<file path="config.mk">
export PLATFORM = sky130hd
export DESIGN_NAME = upscale2x_line_ctrl
export DESIGN_NICKNAME = d
export VERILOG_FILES = /design/src/rtl/upscale_pkg.sv /design/src/rtl/upscale_line_buf.sv /design/src/rtl/upscale2x_line_ctrl.sv
export SDC_FILE = /design/constraint.sdc
export NUM_CORES = 1
export LEC_CHECK = 0
export CAP_MARGIN = 10
export CORE_MARGIN = 2
export CORE_UTILIZATION = 41
export CTS_BUF_LIST = sky130_fd_sc_hd__clkbuf_8
export CTS_CLUSTER_DIAMETER = 50
export CTS_CLUSTER_SIZE = 16
export DETAILED_ROUTE_END_ITERATION = 10
export GPL_TIMING_DRIVEN = 0
export PLACE_DENSITY_LB_ADDON = 0.15
export SLEW_MARGIN = 20
export SYNTH_ARGS = -nofsm -noshare
export SYNTH_HDL_FRONTEND = slang
export SYNTH_HIERARCHICAL = 1
export SYNTH_SLANG_ARGS = --single-unit
</file>
<file path="constraint.sdc">
create_clock -name clk -period 5 [get_ports clk]
set_input_delay 0.5 -clock clk [delete_from_list [all_inputs] [get_ports clk]]
set_output_delay 0.5 -clock clk [all_outputs]
set_load 0.05 [all_outputs]
</file>
<file path="src/rtl/upscale_pkg.sv">
// Shared types and constants for the 2x nearest-neighbour upscaler line controller.
package upscale_pkg;

  typedef enum logic [1:0] {
    FILL  = 2'd0,
    EMIT0 = 2'd1,
    EMIT1 = 2'd2
  } state_t;

  localparam int DEF_DATA_W = 8;
  localparam int DEF_LINE_W = 16;

  // Index width for a line of n pixels; never narrower than one bit.
  function automatic int idx_width(input int n);
    return (n > 1) ? $clog2(n) : 1;
  endfunction

endpackage

</file>
<file path="src/rtl/upscale_line_buf.sv">
// Line storage: LINE_W x DATA_W register bank, one write port, one read port.
// Storage is deliberately left unreset; it is always filled before it is read.
module upscale_line_buf
  import upscale_pkg::*;
#(
  parameter int DATA_W = DEF_DATA_W,
  parameter int LINE_W = DEF_LINE_W,
  parameter int IDX_W  = idx_width(LINE_W)
) (
  input  logic              clk,
  input  logic              we,
  input  logic [IDX_W-1:0]  wr_idx,
  input  logic [DATA_W-1:0] wr_data,
  input  logic [IDX_W-1:0]  rd_idx,
  output logic [DATA_W-1:0] rd_data
);

  logic [DATA_W-1:0] mem [LINE_W];

  // Each entry either reloads itself or takes the write data when addressed.
  always_ff @(posedge clk) begin
    for (int i = 0; i < LINE_W; i++) begin
      mem[i] <= (we && (wr_idx == IDX_W'(i))) ? wr_data : mem[i];
    end
  end

  assign rd_data = mem[rd_idx];

endmodule

</file>
<file path="src/rtl/upscale2x_line_ctrl.sv">
// Line-buffer controller for the 2x nearest-neighbour upscaler.
// Fills one row of LINE_W pixels, then replays it as two rows with every
// pixel doubled. Optional row-length check: define UPSCALE_LAST_CHECK_EN.
module upscale2x_line_ctrl
  import upscale_pkg::*;
#(
  parameter int DATA_W = DEF_DATA_W,
  parameter int LINE_W = DEF_LINE_W
) (
  input  logic              clk,
  input  logic              rst_n,
  input  logic              s_valid,
  output logic              s_ready,
  input  logic [DATA_W-1:0] s_data,
  output logic              m_valid,
  input  logic              m_ready,
  output logic [DATA_W-1:0] m_data,
  output logic              m_eol
`ifdef UPSCALE_LAST_CHECK_EN
  ,
  input  logic              s_last,
  output logic              err
`endif
);

  localparam int IDX_W = idx_width(LINE_W);
  localparam logic [IDX_W-1:0] LAST = IDX_W'(LINE_W - 1);

  state_t            state, state_n;
  logic [IDX_W-1:0]  wr_idx, wr_idx_n;
  logic [IDX_W-1:0]  rd_idx, rd_idx_n;
  logic [IDX_W-1:0]  rd_addr;
  logic              dup, dup_n;
  logic              m_valid_n, m_eol_n;
  logic [DATA_W-1:0] m_data_n;
  logic [DATA_W-1:0] rd_data;
  logic              s_fire, m_fire, eol_beat;

  assign s_ready  = (state == FILL);
  assign s_fire   = s_valid & s_ready;
  assign m_fire   = m_valid & m_ready;
  assign eol_beat = (rd_idx == LAST) & dup;

  upscale_line_buf #(
    .DATA_W (DATA_W),
    .LINE_W (LINE_W),
    .IDX_W  (IDX_W)
  ) u_buf (
    .clk     (clk),
    .we      (s_fire),
    .wr_idx  (wr_idx),
    .wr_data (s_data),
    .rd_idx  (rd_addr),
    .rd_data (rd_data)
  );

  // Read address is the pixel the next output beat will need when it advances.
  always_comb begin
    rd_addr = '0;
    if (state != FILL && !eol_beat && dup) begin
      rd_addr = rd_idx + IDX_W'(1);
    end
  end

  // Next-state, counter and output-register logic.
  always_comb begin
    state_n   = state;
    wr_idx_n  = wr_idx;
    rd_idx_n  = rd_idx;
    dup_n     = dup;
    m_valid_n = m_valid;
    m_eol_n   = m_eol;
    m_data_n  = m_data;
    case (state)
      FILL: begin
        if (s_fire) begin
          if (wr_idx == LAST) begin
            wr_idx_n  = '0;
            rd_idx_n  = '0;
            dup_n     = 1'b0;
            state_n   = EMIT0;
            m_valid_n = 1'b1;
            m_data_n  = rd_data;
            m_eol_n   = 1'b0;
          end else begin
            wr_idx_n = wr_idx + IDX_W'(1);
          end
        end
      end
      EMIT0, EMIT1: begin
        if (m_fire) begin
          if (eol_beat) begin
            rd_idx_n = '0;
            dup_n    = 1'b0;
            m_eol_n  = 1'b0;
            if (state == EMIT0) begin
              state_n  = EMIT1;
              m_data_n = rd_data;
            end else begin
              state_n   = FILL;
              m_valid_n = 1'b0;
            end
          end else if (!dup) begin
            dup_n   = 1'b1;
            m_eol_n = (rd_idx == LAST);
          end else begin
            rd_idx_n = rd_idx + IDX_W'(1);
            dup_n    = 1'b0;
            m_data_n = rd_data;
          end
        end
      end
      default: state_n = FILL;
    endcase
  end

  // State, counters and registered output stage.
  always_ff @(posedge clk or negedge rst_n) begin
    if (!rst_n) begin
      state   <= FILL;
      wr_idx  <= '0;
      rd_idx  <= '0;
      dup     <= 1'b0;
      m_valid <= 1'b0;
      m_eol   <= 1'b0;
      m_data  <= '0;
    end else begin
      state   <= state_n;
      wr_idx  <= wr_idx_n;
      rd_idx  <= rd_idx_n;
      dup     <= dup_n;
      m_valid <= m_valid_n;
      m_eol   <= m_eol_n;
      m_data  <= m_data_n;
    end
  end

`ifdef UPSCALE_LAST_CHECK_EN
  // Sticky flag: s_last must be high exactly on the final pixel of a row.
  always_ff @(posedge clk or negedge rst_n) begin
    if (!rst_n) begin
      err <= 1'b0;
    end else if (s_fire && (s_last != (wr_idx == LAST))) begin
      err <= 1'b1;
    end
  end
`endif

endmodule

</file>
==> run_results.csv, run 1 <==
group,metric,value,unit
sta,worstMarginPinSlew,0.8864,ns
critical_path,startpoint,"state[0]$_DFFE_PN0P_",
power,total_power,0.003512,W
place,dp_cells,536,
logic_synthesis,syn_area,0.006158,sq mm
critical_path,critPathLaunchType,"flip-flop",
floorplanning,ioPinCount,23,
clocking,cts_tree,"yes",
global_route,grt_max_degree,22,
clocking,path_clk_slew,0.09,ns
logic_synthesis,syn_area_per_cell,18.66,sq um
critical_path,crit_path_max_incr_delay,0.42,ns
clocking,clk_latency,0.44,ns
detailed_routing,vias,3135,
clocking,post_cts_resized,0,
global_route,grt_first_pass_wirelength,19250,microns
detailed_routing,dr.pass1.iters,5,
floorplanning,core_area,0.01459,sq mm
critical_path,cp_data_required_time,5.33,ns
power,ir_drop,188.6,uV
critical_path,crit_buf_inv,3,
floorplanning,start_util,0.4221,
sta,fin_crit_sh,0.6657,
critical_path,crit_slowest_cell,"dfrtp_1",
detailed_routing,m1WireLength,5829,microns
critical_path,rr_startpoint,"state[0]$_DFFE_PN0P_",
place,place_congestion,0.6982,
place,io_buffer_count,22,
clocking,cts_root_buffer,"clkbuf_8",
sta,max_freq,300.4,MHz
detailed_routing,avgRoutedWirePerCell,22.07,microns
clocking,ctsHtreeMaxLevel,4,
logic_synthesis,synth_area_leaders,"edfxtp_1 62%, dfrtp_1 8.5%, mux4_2 6.6%",
critical_path,worstSetupEndpointType,"flip-flop",
final_layout,drive_gt1_frac,0.2109,
logic_synthesis,synth_ff_type,"edfxtp_1",
global_route,track_usage,0.1681,
floorplanning,dieArea,0.01602,sq mm
critical_path,cp.arrival,3.66,ns
hold_path,hp-class,"input port to async pin",
place,dp_hpwl,8166,microns
sta,fin_skew,0.01711,ns
sta,setup_viol,0,
detailed_routing,dr_wl_met3,512,microns
detailed_routing,drt_first_iter_violations,214,
floorplanning,die_h,126.6,microns
global_route,antenna_found_initial,0,
critical_path,crit_type,"flip-flop to flip-flop",
final_layout,final_common_cell,"edfxtp_1",
power,p_leak,2.310,nW
logic_synthesis,async_flop_share,0.1409,
logic_synthesis,synth_edf_count,128,
global_route,gr-total-overflow,0,
clocking,clk_path_buf_depth,2,
clocking,cts_hold_buf,0,
floorplanning,rows,44,
final_layout,layout_common_cells,"128 x edfxtp_1, 21 x dfrtp_1, 21 x clkdlybuf4s50_1",
logic_synthesis,synth.top_cell.area_share,0.6241,
critical_path,r2r_slack,1.67,ns
sta,period_minus_slack,3.328,ns
final_layout,instances_no_fill,568,
logic_synthesis,syn-num-nets,348,
clocking,cts_buffers,17,
detailed_routing,wl_met2,6124,microns
sta,fin_tns_setup,0,ns
global_route,grt_pass1_vias,3285,
detailed_routing,viasPerCell,5.519,
final_layout,area_growth,13.53,%
logic_synthesis,synth_warnings,6,
clocking,cts.sinks,149,
final_layout,fill_cells,1213,
clocking,post_cts_buffers,0,
detailed_routing,ant_nets,0,
critical_path,path_cells,"inv_1 -> ha_1 -> clkbuf_1 -> nand3b_1 -> nor2_1 -> buf_2 -> mux4_2 -> a22oi_1 -> nand2_1 -> mux2_4",
logic_synthesis,yosysTopAreaCell,"edfxtp_1",
critical_path,crit_family,"simple AND/OR/NAND/NOR gates",
detailed_routing,top_layer_used,"met4",
run_status,status,"finished, final reports clean",
run,max_cap_violations,0,
logic_synthesis,synthDistinctLibCells,43,
sta,finalHoldViolCount,0,
floorplanning,die_w,126.6,microns
final_layout,num_antenna_cells,0,
final_layout,nets,389,
sta,relSlewSlack,0.4069,
detailed_routing,drc_errors,0,
sta,drv_slew,0,
sta,grt_setup_unrepaired,"false",
power,p_per_area,502.4,mW/mm^2
logic_synthesis,ys_ff_latch,149,
logic_synthesis,synth_seq_area_share,0.7095,
logic_synthesis,syn-instance-count,330,
critical_path,crit_fanout,10,
detailed_routing,routed_wl,12540,microns
==> layer usage <==
layer,track usage,vias up
met5,0,-
met1,0.2360,1630
met3,0.04218,4
met4,0.04848,0
met2,0.2630,80
li1,-,1421
==> stage by stage <==
stage / utilization / setup slack, ns / area (sq um) / hold slack [ns]
global route: 0.4792 / 1.479 / 6992 / 0.02576
floorplan: - / 1.914 / 6158 / 0.2044
global placement: 0.4530 / 1.495 / 6609 / 0.4959
finish: 0.4792 / 1.672 / 6992 / 0.006333
CTS: 0.4796 / 1.682 / 6997 / 0.5205
detailed placement: 0.4544 / 1.718 / 6629 / 0.5020
==> cell families (layout without fill, tap and decap cells) <==
| kind of cell | count (synthesis) | count (layout) | synth area share |
|---|---|---|---|
| DFF | 149 | 149 | 0.7095 |
| muxes | 42 | 42 | 0.1485 |
| buffers and inverters | 22 | 76 | 0.02296 |
| and+or+nand+nor | 62 | 62 | 0.05100 |
| adders and majority gates | 6 | 6 | 0.01219 |
| xor gates and xnor gates | 2 | 2 | 0.002845 |
| AOI/OAI and AO/OA | 47 | 47 | 0.05303 |
==> cell type report <==
class | instances | area [sq um] | share of cell area
Tap cell | 184 | 230.2 | 0.03293
Inverter | 8 | 30.03 | 0.004295
Multi-Input combinational cell | 159 | 1668 | 0.2385
Clock buffer | 17 | 234.0 | 0.03346
Buffer | 14 | 111.4 | 0.01593
Timing Repair Buffer | 22 | 215.2 | 0.03078
Sequential cell | 149 | 4369 | 0.6249
Clock inverter | 15 | 133.9 | 0.01915
==> report_power, final <==
group | total [W] | switching, W | internal, W
logic | 0.00106 | 0.000605 | 0.000453
registers | 0.00160 | 0.000106 | 0.00149
clock network | 0.000857 | 0.000463 | 0.000394
==> path summary, 6_finish.rpt <==
kind                                    endpoint  cells past startpoint
max                        m_data[4]$_DFFE_PN0P_                     10
min                              dup$_DFFE_PN0P_                      1
max reg2reg                m_data[4]$_DFFE_PN0P_                     10
min reg2reg                m_data[7]$_DFFE_PN0P_                      1
max in group asynchronous  m_data[2]$_DFFE_PN0P_                      1
min in group clk           m_data[7]$_DFFE_PN0P_                      1
==> sequential cells by signal (all words and copies together) (netlist names) <==
signal     flops
dup            1
m_data         8
m_eol          1
m_valid        1
rd_idx         4
state          2
u_buf/mem    128
wr_idx         4
==> Yosys cell counts (4+ instances only) <==
cell type,instances
o21ai_0,9
nand3_1,6
nand2_1,18
a21oi_1,5
buf_2,5
ha_1,6
buf_6,4
a22oi_1,17
mux4_2,18
inv_1,8
edfxtp_1,128
mux2_4,8
dfrtp_1,21
mux4_1,14
nor3_1,5
nor2_1,17
==> worst register-to-register path, stage by stage (launching register included) <==
cell and delay, ns:
dfrtp_1 0.42, inv_1 0.08, ha_1 0.27, clkbuf_1 0.28, nand3b_1 0.31, nor2_1 0.41, buf_2 0.39, mux4_2 0.39
a22oi_1 0.26, nand2_1 0.14, mux2_4 0.28
Power figures use the tool's default switching activity.
==> inputs of run 2 (changes only) <==
==> constraint.sdc (replaced) <==
create_clock -name clk -period 2.7 [get_ports clk]
set_input_delay 0.27 -clock clk [delete_from_list [all_inputs] [get_ports clk]]
set_output_delay 0.27 -clock clk [all_outputs]
set_load 0.05 [all_outputs]
==> run_results.csv, run 2 (synthesis results as in run 1) <==
group,metric,value,unit
floorplanning,ioPinCount,23,
sta,grt_setup_unrepaired,"true",
sta,fin_crit_sh,0.9770,
critical_path,critPathLaunchType,"flip-flop",
final_layout,drive_gt1_frac,0.3225,
sta,fin_tns_setup,0,ns
clocking,clk_latency,0.45,ns
global_route,grt_pass1_vias,3261,
floorplanning,start_util,0.4221,
final_layout,largest_reg_flops,128,
detailed_routing,avgRoutedWirePerCell,22.42,microns
clocking,cts.sinks,149,
floorplanning,die_w,126.6,microns
clocking,cts_root_buffer,"clkbuf_8",
floorplanning,dieArea,0.01602,sq mm
critical_path,worstSetupEndpointType,"flip-flop",
critical_path,crit_type,"flip-flop to flip-flop",
critical_path,r2r_cells,10,
sta,finalHoldViolCount,0,
floorplanning,core_area,0.01459,sq mm
detailed_routing,top_layer_used,"met4",
global_route,grt_max_degree,22,
power,p_per_area,961.4,mW/mm^2
final_layout,nets,405,
global_route,track_usage,0.1703,
detailed_routing,drt_first_iter_violations,212,
sta,relSlewSlack,0.3760,
final_layout,largest_register,"u_buf/mem",
run_status,status,"finished, final reports clean",
detailed_routing,routed_wl,13100,microns
final_layout,num_antenna_cells,0,
final_layout,area_growth,18.73,%
final_layout,layout_common_cells,"128 x edfxtp_1, 31 x mux4_2, 21 x dfrtp_1, 21 x clkdlybuf4s50_1, 18 x nand2_1",
power,ir_drop,355.9,uV
clocking,cts_buffers,17,
critical_path,cp.arrival,2.97,ns
detailed_routing,drc_errors,0,
place,place_area,0.006643,sq mm
detailed_routing,dr.pass1.iters,4,
sta,setup_viol,0,
run,max_cap_violations,0,
sta,fin_skew,0.01577,ns
clocking,clk_path_buf_depth,2,
sta,period_minus_slack,2.638,ns
detailed_routing,ant_nets,0,
clocking,ctsHtreeMaxLevel,4,
floorplanning,die_h,126.6,microns
place,dp_hpwl,8154,microns
place,place_congestion,0.7495,
sta,worstMarginPinSlew,0.9326,ns
clocking,path_clk_slew,0.09,ns
power,p_leak,2.414,nW
detailed_routing,viasPerCell,5.514,
detailed_routing,wl_met2,6173,microns
global_route,grt_first_pass_wirelength,19590,microns
sta,drv_slew,0,
clocking,cts_tree,"yes",
detailed_routing,dr_wl_met3,649,microns
hold_path,hp-class,"input port to async pin",
final_layout,largestRegisters,"u_buf/mem x128, m_data x8",
global_route,antenna_found_initial,0,
detailed_routing,vias,3220,
sta,max_freq,379.1,MHz
place,io_buffer_count,22,
critical_path,crit_fanout,8,
final_layout,fin_area,0.007312,sq mm
detailed_routing,m1WireLength,6115,microns
final_layout,final_common_cell,"edfxtp_1",
critical_path,cp_data_required_time,3.03,ns
global_route,gr-total-overflow,0,
floorplanning,rows,44,
## run 2: cell types whose count changed in the layout (fill, tap and decap cells not counted), sizes merged
cell and delta:
clkbuf +4, dlygate4sd3 +1, clkinv -2, buf +11
inv +4, clkinvlp -4, bufinv +2
## run 2: report_power, final
group          total [W]  switching [W]  internal, W
Combinational    0.00230        0.00122      0.00107
Clock            0.00178       0.000856     0.000921
Sequential       0.00296       0.000191      0.00276
Total            0.00703        0.00227      0.00476
## run 2: through the flow
step / instances / setup WS, ns / total power (W) / util / hold WS [ns]
after floorplan: 330 / 0.04553 / 0.004423 / - / -0.02559
after global placement: 536 / -0.3857 / 0.004970 / 0.4543 / 0.4955
after detailed placement: 536 / -0.4122 / 0.005014 / 0.4553 / 0.4972
after CTS: 573 / 0.01631 / 0.006934 / 0.4903 / 0.3921
after global routing: 584 / -0.08801 / 0.007380 / 0.5012 / 0.3331
final: 584 / 0.06221 / 0.007030 / 0.5012 / 0.3173
## run 2: worst paths after layout
check | from | end | slack (ns)
hold / removal | rst_n | m_eol$_DFFE_PN0P_ | 0.32
max in group asynchronous | rst_n | wr_idx[2]$_DFFE_PN0P_ | 2.03
hold reg to reg | m_data[0]$_DFFE_PN0P_ | m_data[0]$_DFFE_PN0P_ | 0.51
setup / recovery | rd_idx[1]$_DFFE_PN0P_ | m_data[0]$_DFFE_PN0P_ | 0.06
min in group clk | m_data[0]$_DFFE_PN0P_ | m_data[0]$_DFFE_PN0P_ | 0.51
setup reg to reg | rd_idx[1]$_DFFE_PN0P_ | m_data[0]$_DFFE_PN0P_ | 0.06
## run 2: metal layers
layer,GRT usage,vias to the layer above
met5,0,-
met4,0.05624,0
met3,0.03712,15
met2,0.2564,84
met1,0.2488,1679
li1,-,1442
## run 2: repair_timing
item | in CTS | in global routing
pin swaps | 3 | 12
setup endpoints to repair | 40 | 16
gates cloned | 0 | 3
resized for setup | 21 | 23
setup buffers | 6 | 7
hold buffers | 0 | 1
endpoints found under the hold margin | 0 | 21
## run 2: layout make-up
| type | instances | area [sq um] |
|---|---|---|
| plain buffers | 13 | 146.4 |
| clock buffers | 17 | 234.0 |
| clock inverters | 15 | 176.4 |
| fillers | 1217 | 7277 |
| inverters | 8 | 30.03 |
| multi-input cells | 159 | 1728 |
| flip-flops and latches | 149 | 4369 |
| well taps | 184 | 230.2 |
| repair buffers | 39 | 397.9 |
## run 2: critical path, cell delays in order, from the launching register on
cell      delay [ns]
dfrtp_1         0.43
ha_4            0.20
nand3_4         0.06
nand3b_1        0.17
nor2_2          0.16
buf_8           0.19
buf_4           0.13
mux4_1          0.53
a22oi_1         0.24
nand2_1         0.12
mux2_4          0.27
